### src/rtl/seq_alu.sv
// ============================================================================
//  Module   : seq_alu
//  Brief    : Handshaked ALU, single-cycle ops plus multi-cycle restoring divide
//  Revision : 1.0  initial release
// ============================================================================
`default_nettype none

module seq_alu #(
   parameter int WIDTH = 16,
   parameter int SHW   = $clog2(WIDTH)
) (
   input  logic             clk,
   input  logic             rst,
   input  logic             in_valid,
   output logic             in_ready,
   input  logic [WIDTH-1:0] a,
   input  logic [WIDTH-1:0] b,
   input  logic [3:0]       sel,
   output logic             out_valid,
   input  logic             out_ready,
   output logic [WIDTH-1:0] result,
   output logic [3:0]       flags
);

   localparam int             c_CW       = SHW + 1;
   localparam logic [c_CW-1:0] c_CNT_DONE = c_CW'(WIDTH);

   localparam logic [3:0] c_OP_ADD  = 4'h0;
   localparam logic [3:0] c_OP_SUB  = 4'h1;
   localparam logic [3:0] c_OP_MULT = 4'h2;
   localparam logic [3:0] c_OP_DIV  = 4'h3;
   localparam logic [3:0] c_OP_LSL  = 4'h4;
   localparam logic [3:0] c_OP_LSR  = 4'h5;
   localparam logic [3:0] c_OP_ROL  = 4'h6;
   localparam logic [3:0] c_OP_ROR  = 4'h7;
   localparam logic [3:0] c_OP_AND  = 4'h8;
   localparam logic [3:0] c_OP_OR   = 4'h9;
   localparam logic [3:0] c_OP_XOR  = 4'ha;
   localparam logic [3:0] c_OP_NOR  = 4'hb;
   localparam logic [3:0] c_OP_NAND = 4'hc;
   localparam logic [3:0] c_OP_XNOR = 4'hd;
   localparam logic [3:0] c_OP_GT   = 4'he;

   typedef enum logic [0:0] {
      S_IDLE = 1'b0,
      S_DIV  = 1'b1
   } state_t;

   state_t            r_state, w_state_nxt;
   logic              r_out_valid, w_out_valid_nxt;
   logic [WIDTH-1:0]  r_result, w_result_nxt;
   logic [3:0]        r_flags, w_flags_nxt;
   logic [WIDTH-1:0]  r_quo, w_quo_nxt;
   logic [WIDTH-1:0]  r_rem, w_rem_nxt;
   logic [WIDTH-1:0]  r_dvs, w_dvs_nxt;
   logic [c_CW-1:0]   r_cnt, w_cnt_nxt;

   logic [WIDTH:0]    w_sum;
   logic [WIDTH:0]    w_diff;
   logic [2*WIDTH-1:0] w_prod;
   logic [SHW-1:0]    w_amt;
   logic [SHW-1:0]    w_inv_amt;
   logic [WIDTH-1:0]  w_alu_res;
   logic              w_alu_c, w_alu_v, w_alu_dz;
   logic              w_accept;
   logic              w_long_div;
   logic [WIDTH:0]    w_rem_sh;
   logic              w_rem_ge;
   logic [WIDTH-1:0]  w_rem_sub;

   assign w_sum     = {1'b0, a} + {1'b0, b};
   assign w_diff    = {1'b0, a} - {1'b0, b};
   assign w_prod    = {{WIDTH{1'b0}}, a} * {{WIDTH{1'b0}}, b};
   assign w_amt     = b[SHW-1:0];
   // Complementary rotate distance; wraps to 0 when w_amt is 0, giving a | a = a.
   assign w_inv_amt = -w_amt;

   always_comb begin
      w_alu_res = '0;
      w_alu_c   = 1'b0;
      w_alu_v   = 1'b0;
      w_alu_dz  = 1'b0;
      case (sel)
         c_OP_ADD: begin
            w_alu_res = w_sum[WIDTH-1:0];
            w_alu_c   = w_sum[WIDTH];
            w_alu_v   = (a[WIDTH-1] == b[WIDTH-1]) && (w_sum[WIDTH-1] != a[WIDTH-1]);
         end
         c_OP_SUB: begin
            w_alu_res = w_diff[WIDTH-1:0];
            w_alu_c   = w_diff[WIDTH];
            w_alu_v   = (a[WIDTH-1] != b[WIDTH-1]) && (w_diff[WIDTH-1] != a[WIDTH-1]);
         end
         c_OP_MULT: begin
            w_alu_res = w_prod[WIDTH-1:0];
            w_alu_c   = |w_prod[2*WIDTH-1:WIDTH];
         end
         c_OP_DIV: begin
            w_alu_res = '1;
            w_alu_dz  = 1'b1;
         end
         c_OP_LSL:  w_alu_res = a << w_amt;
         c_OP_LSR:  w_alu_res = a >> w_amt;
         c_OP_ROL:  w_alu_res = (a << w_amt) | (a >> w_inv_amt);
         c_OP_ROR:  w_alu_res = (a >> w_amt) | (a << w_inv_amt);
         c_OP_AND:  w_alu_res = a & b;
         c_OP_OR:   w_alu_res = a | b;
         c_OP_XOR:  w_alu_res = a ^ b;
         c_OP_NOR:  w_alu_res = ~(a | b);
         c_OP_NAND: w_alu_res = ~(a & b);
         c_OP_XNOR: w_alu_res = ~(a ^ b);
         c_OP_GT:   w_alu_res = {{(WIDTH-1){1'b0}}, ($signed(a) > $signed(b))};
         default:   w_alu_res = {{(WIDTH-1){1'b0}}, (a == b)};
      endcase
   end

   assign in_ready   = (r_state == S_IDLE) && (!r_out_valid || out_ready) && !rst;
   assign w_accept   = in_valid && in_ready;
   assign w_long_div = (sel == c_OP_DIV) && (b != '0);

   // Restoring step: shift next dividend bit into remainder, subtract if it fits.
   assign w_rem_sh  = {r_rem, r_quo[WIDTH-1]};
   assign w_rem_ge  = w_rem_sh >= {1'b0, r_dvs};
   assign w_rem_sub = w_rem_sh[WIDTH-1:0] - r_dvs;

   always_comb begin
      w_state_nxt     = r_state;
      w_out_valid_nxt = r_out_valid;
      w_result_nxt    = r_result;
      w_flags_nxt     = r_flags;
      w_quo_nxt       = r_quo;
      w_rem_nxt       = r_rem;
      w_dvs_nxt       = r_dvs;
      w_cnt_nxt       = r_cnt;
      case (r_state)
         S_IDLE: begin
            if (w_accept) begin
               if (w_long_div) begin
                  w_state_nxt     = S_DIV;
                  w_out_valid_nxt = 1'b0;
                  w_quo_nxt       = a;
                  w_rem_nxt       = '0;
                  w_dvs_nxt       = b;
                  w_cnt_nxt       = '0;
               end else begin
                  w_out_valid_nxt = 1'b1;
                  w_result_nxt    = w_alu_res;
                  w_flags_nxt     = {w_alu_dz, w_alu_v, w_alu_c, (w_alu_res == '0)};
               end
            end else if (r_out_valid && out_ready) begin
               w_out_valid_nxt = 1'b0;
            end
         end
         default: begin
            if (r_cnt == c_CNT_DONE) begin
               w_state_nxt     = S_IDLE;
               w_out_valid_nxt = 1'b1;
               w_result_nxt    = r_quo;
               w_flags_nxt     = {3'b000, (r_quo == '0)};
               w_cnt_nxt       = '0;
            end else begin
               w_rem_nxt = w_rem_ge ? w_rem_sub : w_rem_sh[WIDTH-1:0];
               w_quo_nxt = {r_quo[WIDTH-2:0], w_rem_ge};
               w_cnt_nxt = r_cnt + c_CW'(1);
            end
         end
      endcase
   end

   always_ff @(posedge clk) begin
      if (rst) begin
         r_state     <= S_IDLE;
         r_out_valid <= 1'b0;
         r_result    <= '0;
         r_flags     <= '0;
         r_quo       <= '0;
         r_rem       <= '0;
         r_dvs       <= '0;
         r_cnt       <= '0;
      end else begin
         r_state     <= w_state_nxt;
         r_out_valid <= w_out_valid_nxt;
         r_result    <= w_result_nxt;
         r_flags     <= w_flags_nxt;
         r_quo       <= w_quo_nxt;
         r_rem       <= w_rem_nxt;
         r_dvs       <= w_dvs_nxt;
         r_cnt       <= w_cnt_nxt;
      end
   end

   assign out_valid = r_out_valid;
   assign result    = r_result;
   assign flags     = r_flags;

endmodule

`default_nettype wire

### config.mk
export PLATFORM = sky130hd
export DESIGN_NAME = seq_alu
export DESIGN_NICKNAME = d
export VERILOG_FILES = /design/src/rtl/seq_alu.sv
export SDC_FILE = /design/constraint.sdc
export NUM_CORES = 1
export LEC_CHECK = 0
export BUFFER_PORTS_ARGS = -buffer_cell sky130_fd_sc_hd__buf_4
export CORE_MARGIN = 4
export CORE_UTILIZATION = 25
export DETAILED_ROUTE_END_ITERATION = 6
export GPL_ROUTABILITY_DRIVEN = 0
export PLACE_DENSITY = 0.47
export SETUP_SLACK_MARGIN = 0.05
export SYNTH_ARGS = -nofsm -noshare
export SYNTH_HDL_FRONTEND = slang
export SYNTH_SLANG_ARGS = --single-unit
### constraint.sdc
create_clock -name clk -period 20.7 [get_ports clk]
set_input_delay 4.14 -clock clk [delete_from_list [all_inputs] [get_ports clk]]
set_output_delay 4.14 -clock clk [all_outputs]
set_load 0.005 [all_outputs]
==> impl_results.md <==
- Critical path's largest stage delay: 0.68 ns
- Core ar.: 0.0743 mm²
- # setup viols final: 0
- Yosys warns: 0
- Predominant post-synthesis flop cell: sky130_fd_sc_hd__dfxtp_1
- Largest net degree at the start of global routing: 64
- Worst relative slew slack: 0.296
- Number of antenna violations at the first check in global routing: 2
- Fraction of synthesized cell area in xor and xnor cells: 0.0169
- Cts hold-fix bufs: 0
- Worst supply voltage drop on vdd: 0.157 mV
- TritonCTS clock tree: yes
- Clk slew on worst S/H paths: 0.07 ns
- Worst path most repeated cell: sky130_fd_sc_hd__inv_1
- Horiz. Die Dim: 282 µm
- Compound-Gate Fraction of Synth Area: 0.184
- Via count of the first global-routing pass: 19100
- Wire length per cell: 23.8 µm
- Setup repair after global routing missed its margin: no
- Starting Density: 0.252
- Ratio of total power to cell area: 125 mW/mm²
- Actual slew at the worst max-slew pin: 1.05 ns
- Area share of fa/ha/maj cells after synthesis: 0.326
- Comb power frac: 0.872
- Worst Path Buf+Inv: 8
- Gr usage total: 0.197
- Post-synthesis cell type count: 87
- Fraction of power consumed by sequential logic: 0.060
- Worst hold slack: 0.481 ns
- Routed vias: 18500
- Top post-synthesis cells by area: sky130_fd_sc_hd__fa_1, sky130_fd_sc_hd__ha_1, sky130_fd_sc_hd__dfxtp_1
- Average footprint of a synthesized cell: 7.71 µm²
- Largest driver fanout on the critical path: 59
- Total power: 0.00253 W
- Post_cts resized: 0
- Nets in the synthesized netlist: 2835
- Mux contribution to synthesized area: 0.0995
- Category of the worst setup path capture point: register
- Clock sinks: 75
- DR DRC count: 0
- Max frequency: 0.0912 GHz
- Top cell type's share of synthesized area: 0.211
- Detailed-routing iteration count for the pre-antenna-repair pass: 5
- Clock buffers created by TritonCTS: 9
- Layout cell share with drive strength beyond 1: 0.0758
- Final total negative setup slack: 0 ns
- Kind of cell with the highest combined delay on the critical path: adder cells
- Synth-to-Final Area Change: 8.05%
- Clock group share of total power: 0.067
- Final worst path period need: 10.97 ns
- Number of enable flip-flop cells after synthesis: 0
- Clk root buf: sky130_fd_sc_hd__clkbuf_16
- Io pins: 62
- Maximum clock skew at final layout: 0.00829 ns
- Die Y-Extent: 282 µm
- Switch Pwr: 0.00143 W
- Cell at the slowest stage of the critical path: sky130_fd_sc_hd__buf_4
- Most common library cell in the layout ignoring fill and taps: sky130_fd_sc_hd__nor2_1
- Top library cells by usage in the layout, fill and taps aside: sky130_fd_sc_hd__nor2_1, sky130_fd_sc_hd__inv_1, sky130_fd_sc_hd__nand2_1
- Global-route wire length before repair: 121000 µm
- Slew Limit Fails: 0
- Number of buffers inserted by post-CTS setup repair: 0
- Final Net Count: 2766
- Final HPWL from detailed placement: 58200 µm
- Final Cycle Share: 0.530
- Diodes inserted: 0
- Leakage power: 8.80 nW
- Sequential area share after synthesis: 0.0803
- Simple-gate area share of the yosys netlist: 0.193
- Grt ovf: 0
- Clock network latency to the later pin of the worst-skew pair: 0.35 ns
- Worst Setup Path Type: in -> reg
- Number of violations of the max-capacitance limit: 0
- Worst Path Arrival: 11.22 ns
- Run status: finished clean
- Synth Register Bits: 75
- Switching Fraction: 0.565
- Hold Crit Class: reg -> reg
- Top cell type by total area after synthesis: sky130_fd_sc_hd__fa_1
- Endpoints failing hold: 0
- Drt initial violations: 1812
- Post-synth design cell area: 0.0187 mm²
- Data required, critical path: 20.95 ns
- Average via count per standard cell: 5.55
- Total routed wirelength: 79100 µm
- H-tree lvl count: 3
- Worst Setup Start Kind: input pin
- Bufs on Longest Clock Path: 2
- Internal power consumption: 0.00110 W
- Gate count after technology mapping: 2426
- Post-detailed-route count of antenna-violating nets: 0
- Dominant combinational cell family by area after synthesis: adder cells
- Port buffer count: 61
- Total number of placement rows: 100
- Die Outline Area: 0.0793 mm²
- Async set or reset register ratio after synthesis: 0
## per-stage QoR
step           setup slack [ns]   util  std cells  cell area, µm²
3_3_place_gp               9.62  0.268       3315           19900
2_1_floorplan              9.42      -       2426           18700
3_5_place_dp               9.54  0.268       3315           19900
4_1_cts                    9.86  0.272       3331           20200
6_report                   9.73  0.272       3331           20200
5_1_grt                    9.44  0.272       3331           20200
## worst register-to-register path: stages (launching register included)
cell                       delay, ns
sky130_fd_sc_hd__dfxtp_1        0.43
sky130_fd_sc_hd__inv_1          0.07
sky130_fd_sc_hd__ha_1           0.25
sky130_fd_sc_hd__fa_1           0.42
sky130_fd_sc_hd__nor2b_1        0.13
sky130_fd_sc_hd__o21ai_0        0.11
sky130_fd_sc_hd__a21boi_0       0.29
sky130_fd_sc_hd__o21ai_0        0.16
sky130_fd_sc_hd__a21oi_1        0.27
sky130_fd_sc_hd__a211oi_1       0.17
sky130_fd_sc_hd__o31ai_1        0.34
sky130_fd_sc_hd__xor2_1         0.18
sky130_fd_sc_hd__mux2i_1        0.08
sky130_fd_sc_hd__o21ai_0        0.15
## area by class of cell
cell class,instances,area (µm²)
clock buffer,9,225
multi-input combinational,1873,15400
clock inverter,7,87.6
inverter,313,1170
sequential,75,1500
tap,969,1210
timing repair buffer,85,638
fill,8118,54100
## cells in the mapped netlist (all sizes together), types with 14 or more instances
library cell  count
a211oi           45
a21o             32
a21oi           130
a31oi            23
and3             14
buf              52
clkbuf          113
clkinv           14
dfxtp            75
fa              197
ha              172
inv             299
mux2i            81
mux4             41
nand2           266
nand2b           22
nand3            32
nand4            18
nor2            314
nor3             48
nor4             25
o211ai           19
o21ai           117
xnor2            22
xor2             14
## layer usage
| metal | wire, µm | GRT usage | part of all wire | up-vias |
|---|---|---|---|---|
| li1 | - | - | - | 8162 |
| met2 | 36400 | 0.323 | 0.46 | 968 |
| met5 | 12 | 0 | 0.00015 | - |
| met1 | 32900 | 0.260 | 0.42 | 9165 |
| met3 | 6320 | 0.0316 | 0.080 | 206 |
| met4 | 3560 | 0.0802 | 0.045 | 2 |
## state kept, by name (all words and copies together), names as in the netlist
signal	count
r_dvs	16
r_quo	16
r_rem	16
result	16
r_cnt	5
flags	4
out_valid	1
r_state	1
## cell families after synthesis
family,after synthesis
AND/OR/NAND/NOR,813
buffers and inverters,478
multiplexers,132
AO/OA/AOI/OAI,523
adder cells (fa/ha/maj),369
flip-flops,75
XOR/XNOR,36
## final timing paths
path,startpoint,endpoint,slack (ns),cells past startpoint
max,b[1],flags[1]$_SDFFE_PP0P_,9.73,26
min,r_rem[13]$_SDFFE_PP0P_,r_rem[13]$_SDFFE_PP0P_,0.48,2
max reg2reg,r_quo[15]$_SDFFE_PP0P_,r_rem[14]$_SDFFE_PP0P_,17.58,13
min reg2reg,r_rem[13]$_SDFFE_PP0P_,r_rem[13]$_SDFFE_PP0P_,0.48,2
## power by group through the flow
stage / Sequential (W) / Combinational [W] / Clock [W]
2_1_floorplan: 0.000154 / 0.00157 / 0
3_3_place_gp: 0.000156 / 0.00215 / 0
3_5_place_dp: 0.000156 / 0.00216 / 0
4_1_cts: 0.000153 / 0.00217 / 0.000175
5_1_grt: 0.000153 / 0.00246 / 0.000181
6_report: 0.000152 / 0.00220 / 0.000170
Power figures use the tool's default switching activity.
